[src/rtl/vga_pixel_fetch_if.sv]
// vga_pixel_fetch_if
//   Bundles every signal between the pixel fetch block and its surroundings
//   (timing generator, framebuffer RAM, palette host, VGA pins).
//
//   Signals:
//     h_count, v_count    timing generator pixel counters
//     hsync_in, vsync_in  raw syncs, active low
//     fb_addr, fb_rd_en   framebuffer read request
//     fb_data             framebuffer read data, one cycle after the request
//     pal_we, pal_addr,   palette write port, value is {R,G,B} 4 bits each
//     pal_data
//     hsync, vsync        delayed syncs, aligned with colour
//     red, green, blue    pixel colour
//     frame_pulse         one-cycle marker on the first pixel of each frame
//
//   Modports:
//     master  the environment: drives counters, syncs, RAM data, palette writes
//     slave   the pixel fetch block itself
interface vga_pixel_fetch_if #(
    parameter int ADDR_W = 17,
    parameter int IDX_W  = 4
);
    logic [9:0]        h_count;
    logic [9:0]        v_count;
    logic              hsync_in;
    logic              vsync_in;
    logic [ADDR_W-1:0] fb_addr;
    logic              fb_rd_en;
    logic [IDX_W-1:0]  fb_data;
    logic              pal_we;
    logic [IDX_W-1:0]  pal_addr;
    logic [11:0]       pal_data;
    logic              hsync;
    logic              vsync;
    logic [3:0]        red;
    logic [3:0]        green;
    logic [3:0]        blue;
    logic              frame_pulse;

    modport master (
        output h_count, v_count, hsync_in, vsync_in, fb_data,
        output pal_we, pal_addr, pal_data,
        input  fb_addr, fb_rd_en, hsync, vsync, red, green, blue, frame_pulse
    );

    modport slave (
        input  h_count, v_count, hsync_in, vsync_in, fb_data,
        input  pal_we, pal_addr, pal_data,
        output fb_addr, fb_rd_en, hsync, vsync, red, green, blue, frame_pulse
    );
endinterface

[src/rtl/vga_pixel_fetch.sv]
// vga_pixel_fetch
//   Turns timing generator counters into framebuffer read addresses, maps the
//   returned palette index through a 16-entry host-writable palette to 12-bit
//   RGB, and delays the syncs so they leave aligned with the colour.
//   Counter input to colour output is three clock edges.
//
//   Ports:
//     clk    pixel clock
//     reset  asynchronous, active-high reset
//     bus    vga_pixel_fetch_if.slave (counters, syncs, RAM read port,
//            palette write port, colour/sync/frame_pulse outputs)
module vga_pixel_fetch #(
    parameter int H_DISPLAY = 320,
    parameter int V_DISPLAY = 240,
    parameter int ADDR_W    = 17,
    parameter int IDX_W     = 4
) (
    input logic              clk,
    input logic              reset,
    vga_pixel_fetch_if.slave bus
);
    localparam int                PAL_N    = 2 ** IDX_W;
    localparam logic [9:0]        H_LIM    = 10'(H_DISPLAY);
    localparam logic [9:0]        V_LIM    = 10'(V_DISPLAY);
    localparam logic [ADDR_W-1:0] ROW_STEP = ADDR_W'(H_DISPLAY);

    logic [9:0]        v_prev;
    logic [ADDR_W-1:0] row_base;
    logic [ADDR_W-1:0] row_cur;
    logic              active_in;

    logic [ADDR_W-1:0] addr_p0;
    logic              vld_p0;
    logic              hs_p0;
    logic              vs_p0;
    logic              sof_p0;

    logic [IDX_W-1:0]  idx_p1;
    logic              vld_p1;
    logic              hs_p1;
    logic              vs_p1;
    logic              sof_p1;

    logic [11:0]       rgb_p2;
    logic              hs_p2;
    logic              vs_p2;
    logic              sof_p2;

    logic [11:0]       pal_mem [PAL_N];

    // Row base for the line currently on the counters. It restarts at the top
    // of the frame and steps by one line width whenever v_count moves to a new
    // active line, so the address needs only an adder.
    always_comb begin
        active_in = (bus.h_count < H_LIM) && (bus.v_count < V_LIM);
        row_cur   = row_base;
        if (bus.v_count == '0) begin
            row_cur = '0;
        end else if ((bus.v_count != v_prev) && (bus.v_count < V_LIM)) begin
            row_cur = row_base + ROW_STEP;
        end
    end

    // ---- stage 0: counters -> framebuffer request ----
    always_ff @(posedge clk or posedge reset) begin
        if (reset) begin
            v_prev   <= '0;
            row_base <= '0;
            addr_p0  <= '0;
            vld_p0   <= 1'b0;
            hs_p0    <= 1'b1;
            vs_p0    <= 1'b1;
            sof_p0   <= 1'b0;
        end else begin
            v_prev   <= bus.v_count;
            row_base <= row_cur;
            if (active_in) begin
                addr_p0 <= row_cur + ADDR_W'(bus.h_count);
            end
            vld_p0   <= active_in;
            hs_p0    <= bus.hsync_in;
            vs_p0    <= bus.vsync_in;
            sof_p0   <= (bus.h_count == '0) && (bus.v_count == '0);
        end
    end

    // ---- stage 1: RAM data captured ----
    always_ff @(posedge clk) begin
        idx_p1 <= bus.fb_data;
    end

    always_ff @(posedge clk or posedge reset) begin
        if (reset) begin
            vld_p1 <= 1'b0;
            hs_p1  <= 1'b1;
            vs_p1  <= 1'b1;
            sof_p1 <= 1'b0;
        end else begin
            vld_p1 <= vld_p0;
            hs_p1  <= hs_p0;
            vs_p1  <= vs_p0;
            sof_p1 <= sof_p0;
        end
    end

    // ---- stage 2: palette lookup -> pins ----
    always_ff @(posedge clk or posedge reset) begin
        if (reset) begin
            rgb_p2 <= '0;
            hs_p2  <= 1'b1;
            vs_p2  <= 1'b1;
            sof_p2 <= 1'b0;
        end else begin
            rgb_p2 <= vld_p1 ? pal_mem[idx_p1] : 12'h000;
            hs_p2  <= hs_p1;
            vs_p2  <= vs_p1;
            sof_p2 <= sof_p1;
        end
    end

    // Palette writes land on the same edge as a lookup; the lookup above reads
    // the pre-edge contents, so a colliding write shows from the next pixel on.
    always_ff @(posedge clk or posedge reset) begin
        if (reset) begin
            for (int i = 0; i < PAL_N; i++) begin
                pal_mem[i] <= {4'(i), 4'(i), 4'(i)};
            end
        end else if (bus.pal_we) begin
            pal_mem[bus.pal_addr] <= bus.pal_data;
        end
    end

    assign bus.fb_addr     = addr_p0;
    assign bus.fb_rd_en    = vld_p0;
    assign bus.hsync       = hs_p2;
    assign bus.vsync       = vs_p2;
    assign bus.red         = rgb_p2[11:8];
    assign bus.green       = rgb_p2[7:4];
    assign bus.blue        = rgb_p2[3:0];
    assign bus.frame_pulse = sof_p2;
endmodule

[src/flat_wrapper.sv]
// flat-port wrapper written by rule: the top's interface ports become plain ports
module vga_pixel_fetch_flat 
#(
    parameter int H_DISPLAY = 320,
    parameter int V_DISPLAY = 240,
    parameter int ADDR_W    = 17,
    parameter int IDX_W     = 4
)
  (clk, reset, bus_h_count, bus_v_count, bus_hsync_in, bus_vsync_in, bus_fb_data, bus_pal_we, bus_pal_addr, bus_pal_data, bus_fb_addr, bus_fb_rd_en, bus_hsync, bus_vsync, bus_red, bus_green, bus_blue, bus_frame_pulse);
  vga_pixel_fetch_if #(.ADDR_W(ADDR_W), .IDX_W(IDX_W)) bus_i ();
  input logic clk;
  input logic reset;
  input wire logic [$bits(bus_i.h_count)-1:0] bus_h_count;
  input wire logic [$bits(bus_i.v_count)-1:0] bus_v_count;
  input wire logic [$bits(bus_i.hsync_in)-1:0] bus_hsync_in;
  input wire logic [$bits(bus_i.vsync_in)-1:0] bus_vsync_in;
  input wire logic [$bits(bus_i.fb_data)-1:0] bus_fb_data;
  input wire logic [$bits(bus_i.pal_we)-1:0] bus_pal_we;
  input wire logic [$bits(bus_i.pal_addr)-1:0] bus_pal_addr;
  input wire logic [$bits(bus_i.pal_data)-1:0] bus_pal_data;
  output wire logic [$bits(bus_i.fb_addr)-1:0] bus_fb_addr;
  output wire logic [$bits(bus_i.fb_rd_en)-1:0] bus_fb_rd_en;
  output wire logic [$bits(bus_i.hsync)-1:0] bus_hsync;
  output wire logic [$bits(bus_i.vsync)-1:0] bus_vsync;
  output wire logic [$bits(bus_i.red)-1:0] bus_red;
  output wire logic [$bits(bus_i.green)-1:0] bus_green;
  output wire logic [$bits(bus_i.blue)-1:0] bus_blue;
  output wire logic [$bits(bus_i.frame_pulse)-1:0] bus_frame_pulse;
  assign bus_i.h_count = bus_h_count;
  assign bus_i.v_count = bus_v_count;
  assign bus_i.hsync_in = bus_hsync_in;
  assign bus_i.vsync_in = bus_vsync_in;
  assign bus_i.fb_data = bus_fb_data;
  assign bus_i.pal_we = bus_pal_we;
  assign bus_i.pal_addr = bus_pal_addr;
  assign bus_i.pal_data = bus_pal_data;
  assign bus_fb_addr = bus_i.fb_addr;
  assign bus_fb_rd_en = bus_i.fb_rd_en;
  assign bus_hsync = bus_i.hsync;
  assign bus_vsync = bus_i.vsync;
  assign bus_red = bus_i.red;
  assign bus_green = bus_i.green;
  assign bus_blue = bus_i.blue;
  assign bus_frame_pulse = bus_i.frame_pulse;
  vga_pixel_fetch #(.H_DISPLAY(H_DISPLAY), .V_DISPLAY(V_DISPLAY), .ADDR_W(ADDR_W), .IDX_W(IDX_W)) u_core (.clk(clk), .reset(reset), .bus(bus_i));
endmodule
[config.mk]
export PLATFORM = sky130hd
export DESIGN_NAME = vga_pixel_fetch_flat
export DESIGN_NICKNAME = d
export VERILOG_FILES = /design/src/rtl/vga_pixel_fetch_if.sv /design/src/rtl/vga_pixel_fetch.sv /design/src/flat_wrapper.sv
export SDC_FILE = /design/constraint.sdc
export NUM_CORES = 1
export LEC_CHECK = 0
export ABC_AREA = 1
export BUFFER_PORTS_ARGS = -buffer_cell sky130_fd_sc_hd__buf_2
export CAP_MARGIN = 0
export CORE_MARGIN = 5
export CORE_UTILIZATION = 55
export CTS_CLUSTER_DIAMETER = 40
export DETAILED_ROUTE_END_ITERATION = 8
export PLACE_DENSITY = 0.76
export SYNTH_ARGS = -nofsm -noshare
export SYNTH_HDL_FRONTEND = slang
export SYNTH_SLANG_ARGS = --single-unit
[constraint.sdc]
create_clock -name clk -period 8.2 [get_ports clk]
set_input_delay 1.23 -clock clk [delete_from_list [all_inputs] [get_ports clk]]
set_output_delay 1.23 -clock clk [all_outputs]
set_load 0.05 [all_outputs]
==> impl_metrics.tcl, run 1 <==
set metrics [dict create \
    switching_share_pct 31.0 \
    syn_nets 1451 \
    dp.cells 1677 \
    maxCapViolCount 0 \
    gp_congestion 0.850 \
    routedWlPerCell_um 17.6 \
    combPwrFrac_pct 19.9 \
    switching_power_mw 1.33 \
    cp_max_fo 8 \
    r2r-end "u_core.rgb_p2[5]" \
    status "finished clean" \
    syn_area_mm2 0.0120 \
    drtIter0Drc 793 \
    coreArea_mm2 0.0217 \
    wl_mm 30.7 \
    fin_crit_ns 3.39 \
    cts.sinks 263 \
    async_reset_ff_share_pct 98.5 \
    synth_edf_count 0 \
    hp-class "reg2reg" \
    postRouteAntennaNets 0 \
    cts-resized-gates 0 \
    ios 78 \
    hpwl_mm 17.9 \
    die_y_um 158 \
    tightest_slew_ns 1.07 \
    synth_ff_type "dfrtp_1" \
    grtUsageTotal_pct 24.9 \
    max_slew_margin_pct 28.2 \
    clock_path_buffers 3 \
    setup_viol 0 \
    area_growth_pct 14.9 \
    ir_drop_mv 0.300 \
    vias 9929 \
    cts_max_level 2 \
    finalPower_mw 4.28 \
    initial_core_util_pct 55.5 \
    die-area_mm2 0.0249 \
    powerDensity_mw_per_mm2 309 \
    fill_cells 1776 \
    rsz0062_at_grt "false" \
    intPower_mw 2.95 \
    netlist_instances 1394 \
    cts_tree "built" \
    cp.required_ns 8.58 \
    ctsHoldBuffers 0 \
    antenna_found_initial 0 \
    p_leak_nw 6.38 \
    die_w_um 158 \
    min_path_cells 0 \
    rows 54 \
    clkTransAtPathRegs_ns 0.05 \
    seq_area_frac_synth_pct 55.6 \
    r2r_start "u_core.idx_p1[0]" \
    p_seq_share_pct 41.6 \
    first_pass_iters 5 \
    layout_common_cells "nand2_1 (306), o21ai_0 (286), dfrtp_1 (157), nor2_1 (143), dfstp_2 (102)" \
    grt_overflow_total 0 \
    grt_pass1_wl_mm 49.5 \
    worstHoldEndpoint "u_core.hs_p1" \
    postCtsSetupBuffers 0 \
    cp-end-kind "flop" \
    finalSetupTns_ns 0 \
    final_common_cell "nand2_1" \
    critPathKind "in2reg" \
    timing.final.crit_share_pct 41.4 \
    nets 1493 \
    root_buffer "clkbuf_16" \
    portBuffers 77 \
    crit_path_start_kind "primary input" \
    synth_seq_cells 263 \
    critical_path_arrival_ns 3.77 \
    grt_pass1_vias 9587 \
    pwr-share-clk_pct 38.5 \
    avgSynthCellArea_um2 8.63 \
    ys_types 44 \
    clock.fmax_mhz 295 \
    drc 0 \
    finalNonFillerCells 1744 \
    ff2ff_path_depth 7 \
    grt_max_degree 117 \
    clkLatencyLatePin_ns 0.52 \
    slew_violations 0 \
    cts-buffers-inserted 37 \
    min_from "u_core.hs_p0" \
    r2r_slack_ns 5.18 \
    finalHoldViolCount 0 \
    routed_via_density 5.69 \
    fin_skew_ns 0.0224 \
    diodes 0 \
    ys_warn_count 0 \
    drive_above_1_share_pct 20.4 \
]
==> synth_stat cells (all sizes together) (4+ instances only) <==
master / n / share of area, %
xnor2: 4 / 0.29
dfstp: 102 / 22
nand2: 316 / 10
o22ai: 16 / 0.83
o221ai: 29 / 2.1
xor2: 5 / 0.36
ha: 11 / 1.1
clkbuf: 82 / 2.6
dfxtp: 4 / 0.67
nand3: 33 / 1.6
o211ai: 19 / 1.2
dfrtp: 157 / 33
nor2: 154 / 5.2
inv: 86 / 2.7
a21oi: 51 / 2.2
o21ai: 290 / 12
nor3: 12 / 0.62
==> routing by layer <==
| metal | vias to the layer above | wire length [um] | GRT usage [%] |
|---|---|---|---|
| li1 | 4746 | - | - |
| met1 | 4709 | 12800 | 33.5 |
| met2 | 389 | 14600 | 40.5 |
| met3 | 85 | 2350 | 4.29 |
| met4 | 0 | 997 | 9.91 |
| met5 | - | 0 | 0 |
==> cell type report <==
type	instances	area (um2)	share of cell area (%)
multi-input cells	959	4700	34.0
inverters	87	334	2.42
clock buffers	46	1000	7.23
flip-flops and latches	263	6690	48.4
repair buffers	88	468	3.38
well taps	280	350	2.53
clock inverters	21	287	2.07
==> power groups by stage <==
stage,Combinational (mW),Sequential (mW),Clock (mW)
2_1_floorplan,0.543,1.88,0
3_3_place_gp,0.823,1.78,0
3_5_place_dp,0.845,1.79,0
4_1_cts,0.853,1.78,1.68
5_1_grt,0.960,1.81,1.72
6_report,0.851,1.78,1.65
==> critical path, cell delays in order <==
cell,delay (ns)
buf_2,0.12
nor2_2,0.19
o21ai_4,0.13
o21bai_4,0.23
or2_2,0.30
o21ai_0,0.15
a21oi_1,0.08
ha_1,0.38
nand2_1,0.09
nor2_1,0.13
o21ai_0,0.11
o2111ai_1,0.14
nand3_1,0.17
nand2_2,0.12
nand3_1,0.07
nand3_1,0.08
nand2_1,0.05
==> per-stage QoR <==
stage	hold WS (ns)	utilization [%]	area [um2]	worst slack [ns]
CTS	0.356	63.7	13800	4.84
global placement	0.334	57.8	12500	4.44
finish	0.355	63.7	13800	4.81
detailed placement	0.348	57.8	12500	4.34
floorplan	0.331	-	12000	0.0120
global route	0.354	63.7	13800	4.61
==> flip-flops by register name, summed over array words and instances (netlist names), 4 cells and up <==
name                count
u_core.bus.fb_addr     17
u_core.idx_p1           4
u_core.pal_mem        192
u_core.rgb_p2          12
u_core.row_base        17
u_core.v_prev          10
==> cell families after synthesis <==
family | Yosys count | share of synthesized area [%]
AO/OA/AOI/OAI | 414 | 19.1
XOR/XNOR | 9 | 0.655
adder cells (fa/ha/maj) | 12 | 1.31
buffers and inverters | 172 | 5.38
flip-flops | 263 | 55.6
AND/OR/NAND/NOR | 524 | 18.0
==> worst max path at each step <==
stage	start	to	slack, ns	cells past startpoint
5_1_grt	bus_v_count[8]	u_core.bus.fb_addr[15]	4.61	17
2_1_floorplan	reset	u_core.bus.fb_addr[0]	0.01	1
3_3_place_gp	bus_v_count[8]	u_core.bus.fb_addr[15]	4.44	17
4_1_cts	bus_v_count[8]	u_core.bus.fb_addr[13]	4.84	17
3_5_place_dp	bus_v_count[8]	u_core.bus.fb_addr[13]	4.34	17
6_report	bus_v_count[8]	u_core.bus.fb_addr[13]	4.81	17
No activity file was read; power rests on OpenSTA's default activity.
==> run 2: changes to the inputs <==
--- a/config.mk
+++ b/config.mk
@@ -5,14 +5,14 @@
 export SDC_FILE = /design/constraint.sdc
 export NUM_CORES = 1
 export LEC_CHECK = 0
-export ABC_AREA = 1
+export ABC_AREA = 0
 export BUFFER_PORTS_ARGS = -buffer_cell sky130_fd_sc_hd__buf_2
 export CAP_MARGIN = 0
 export CORE_MARGIN = 5
-export CORE_UTILIZATION = 55
+export CORE_UTILIZATION = 61
 export CTS_CLUSTER_DIAMETER = 40
 export DETAILED_ROUTE_END_ITERATION = 8
-export PLACE_DENSITY = 0.76
+export PLACE_DENSITY = 0.8
 export SYNTH_ARGS = -nofsm -noshare
 export SYNTH_HDL_FRONTEND = slang
 export SYNTH_SLANG_ARGS = --single-unit
==> constraint.sdc (replaced) <==
create_clock -name clk -period 3.3 [get_ports clk]
set_input_delay 0.495 -clock clk [delete_from_list [all_inputs] [get_ports clk]]
set_output_delay 0.495 -clock clk [all_outputs]
set_load 0.05 [all_outputs]
==> run 2 against run 1 <==
Net effect: sequential power grew to 2.5 times the previous value; critical path type unchanged; largest power group unchanged; routed wire length fell by 13%; cell count is 32% lower; core utilization increased by 8.9 points; first-iteration DRC count decreased by 69%; highest routed layer is now met5; synthesized cell count shrank 44%.
==> impl_metrics.tcl, run 2 <==
set metrics [dict create \
    status "finished clean" \
    synth-compound-area-share_pct 2.75 \
    finalSetupTns_ns 0 \
    ios 78 \
    routed_via_density 5.99 \
    slew_violations 0 \
    fill_cells 1242 \
    fin_skew_ns 0.0165 \
    routedWlPerCell_um 22.5 \
    cts-buffers-inserted 35 \
    gp_congestion 0.877 \
    layout_common_cells "mux2_2 (192), dfrtp_1 (157), dfstp_2 (102), buf_2 (77), mux4_2 (60)" \
    fin_crit_ns 3.13 \
    crit_family "simple AND/OR/NAND/NOR gates" \
    critPathKind "in2reg" \
    antenna_found_initial 2 \
    yosys.area_share.simple_pct 5.99 \
    cp-end-kind "flop" \
    die_y_um 150 \
    vias 7138 \
    syn_nets 839 \
    ys_types 58 \
    synth_ff_type "dfrtp_1" \
    grt_max_degree 70 \
    clock.fmax_mhz 319 \
    area_growth_pct 18.3 \
    largest_reg_flops 192 \
    p_leak_nw 6.09 \
    syn_area_mm2 0.0119 \
    yosysMostFrequentCell "mux2_2" \
    coreArea_mm2 0.0193 \
    finalPower_mw 10.5 \
    critical_path_arrival_ns 3.48 \
    hp-class "in2reg" \
    finalHoldViolCount 0 \
    grt_pass1_wl_mm 43.6 \
    yosysTopAreaCellShare_pct 33.1 \
    drc 0 \
    die_w_um 150 \
    hpwl_mm 17.3 \
    p_seq_share_pct 42.8 \
    pwr-share-clk_pct 36.1 \
    seq_area_frac_synth_pct 56.3 \
    final_common_cell "mux2_2" \
    setup_viol 0 \
    crit_path_start_kind "primary input" \
    maxCapViolCount 0 \
    clkTransAtPathRegs_ns 0.05 \
    synth_edf_count 0 \
    drtIter0Drc 246 \
    crit_buf_inv 3 \
    switching_power_mw 2.82 \
    cts_tree "built" \
    synthTopCellsByCount "mux2_2 (192), dfrtp_1 (157), dfstp_2 (102)" \
    rsz0062_at_grt "false" \
    portBuffers 77 \
    place_ws_ns -0.498 \
    grtUsageTotal_pct 25.3 \
    synth_top_area_cell "dfrtp_1" \
    intPower_mw 7.68 \
    synth_mux_area_share_pct 29.7 \
    rows 51 \
    grt_pass1_vias 7993 \
    drive_above_1_share_pct 59.7 \
    final_util_pct 72.7 \
    cp_slowest_stage_delay_ns 0.37 \
    path_cells "buf_2, nor4_2, nand4_1, buf_4, buf_4, and2_1, ha_1, and3_1, a221o_1, o41a_1, nand4_1, nand4b_1, nand2_1, xor2_1, o21ai_1" \
    synth_top_family_by_area "multiplexers" \
    powerDensity_mw_per_mm2 747 \
    yosys.area_share.adder_pct 1.33 \
    avgSynthCellArea_um2 15.2 \
    die-area_mm2 0.0224 \
    switching_share_pct 26.8 \
    cp_max_fo 7 \
    combPwrFrac_pct 21.1 \
    setup_slack_ns 0.167 \
    top_register "u_core.pal_mem" \
    clkLatencyLatePin_ns 0.50 \
    grt_overflow_total 0 \
    async_reset_ff_share_pct 98.5 \
    synth_seq_cells 263 \
    ctsHoldBuffers 0 \
    netlist_instances 782 \
    synth.area.top_cells "dfrtp_1 (33%), dfstp_2 (23%), mux2_2 (18%), mux4_2 (11%), xor2_1 (1.6%)" \
    root_buffer "clkbuf_16" \
    postRouteAntennaNets 0 \
    cts.sinks 263 \
    slowest_stage "o41a_1" \
    nets 957 \
    cp.required_ns 3.64 \
    ys_warn_count 0 \
    cts_max_level 2 \
    timing.final.crit_share_pct 94.9 \
    ir_drop_mv 0.546 \
    clock_path_buffers 3 \
    synth_xor_area_share_pct 2.21 \
    first_pass_iters 4 \
    tightest_slew_ns 0.988 \
    max_slew_margin_pct 34.1 \
    wl_mm 26.8 \
    initial_core_util_pct 61.4 \
]
-- run 2: logic make-up (layout without fill, tap and decap cells) --
family	count (synthesis)	count (layout)
mux	253	253
flops	263	263
other cells	0	1
fa+ha+maj	12	12
xor+xnor	30	30
compound gates	45	45
simple gates	130	130
buf+inv	49	192
-- run 2: metal layers --
layer	part of all wire, %	global-route usage, %	vias to the layer above	routed length (um)
li1	-	-	3125	-
met3	4.8	4.18	67	1280
met4	3.3	10.9	2	883
met5	0.026	0	-	7
met1	39	31.4	3727	10500
met2	53	44.0	217	14100
-- run 2: repair_timing --
| action | in CTS | in global routing |
|---|---|---|
| gates resized for setup | 0 | 2 |
| endpoints found under the setup margin | 0 | 8 |
| buffers inserted | 0 | 1 |
-- run 2: path summary, 6_finish.rpt --
check	slack, ns	to	start	cells past startpoint
max	0.17	u_core.bus.fb_addr[11]	bus_v_count[5]	15
min in group asynchronous	0.21	u_core.pal_mem[93]	reset	2
max in group asynchronous	2.13	u_core.pal_mem[152]	reset	3
min	0.1	u_core.idx_p1[1]	bus_fb_data[1]	1
max reg2reg	0.28	u_core.bus.fb_addr[16]	u_core.v_prev[9]	13
min reg2reg	0.35	u_core.sof_p1	u_core.sof_p0	0
-- run 2: area by class of cell --
| class | count | area, um2 | share of cell area, % |
|---|---|---|---|
| Clock buffer | 47 | 1000 | 7.14 |
| Multi-Input combinational cell | 470 | 5000 | 35.6 |
| Inverter | 3 | 15.0 | 0.107 |
| Antenna cell | 1 | 2.50 | 0.0178 |
| Clock inverter | 15 | 181 | 1.29 |
| Tap cell | 265 | 332 | 2.36 |
| Timing Repair Buffer | 127 | 823 | 5.86 |
| Sequential cell | 263 | 6690 | 47.6 |
-- run 2: metrics by stage --
stage	hold WS [ns]	instance area, um2	std cells
floorplan	0.331	11900	782
global placement	0.346	12800	1127
detailed placement	0.346	12800	1127
CTS	0.0731	14000	1189
global route	0.0827	14000	1191
finish	0.0956	14000	1191
-- run 2: power groups by stage --
| stage | Combinational (mW) | Clock [mW] | Sequential [mW] |
|---|---|---|---|
| after floorplan | 1.42 | 0 | 4.64 |
| after global placement | 2.07 | 0 | 4.45 |
| after detailed placement | 2.18 | 0 | 4.53 |
| after CTS | 2.21 | 3.87 | 4.49 |
| after global routing | 2.39 | 4.01 | 4.58 |
| final | 2.21 | 3.79 | 4.50 |
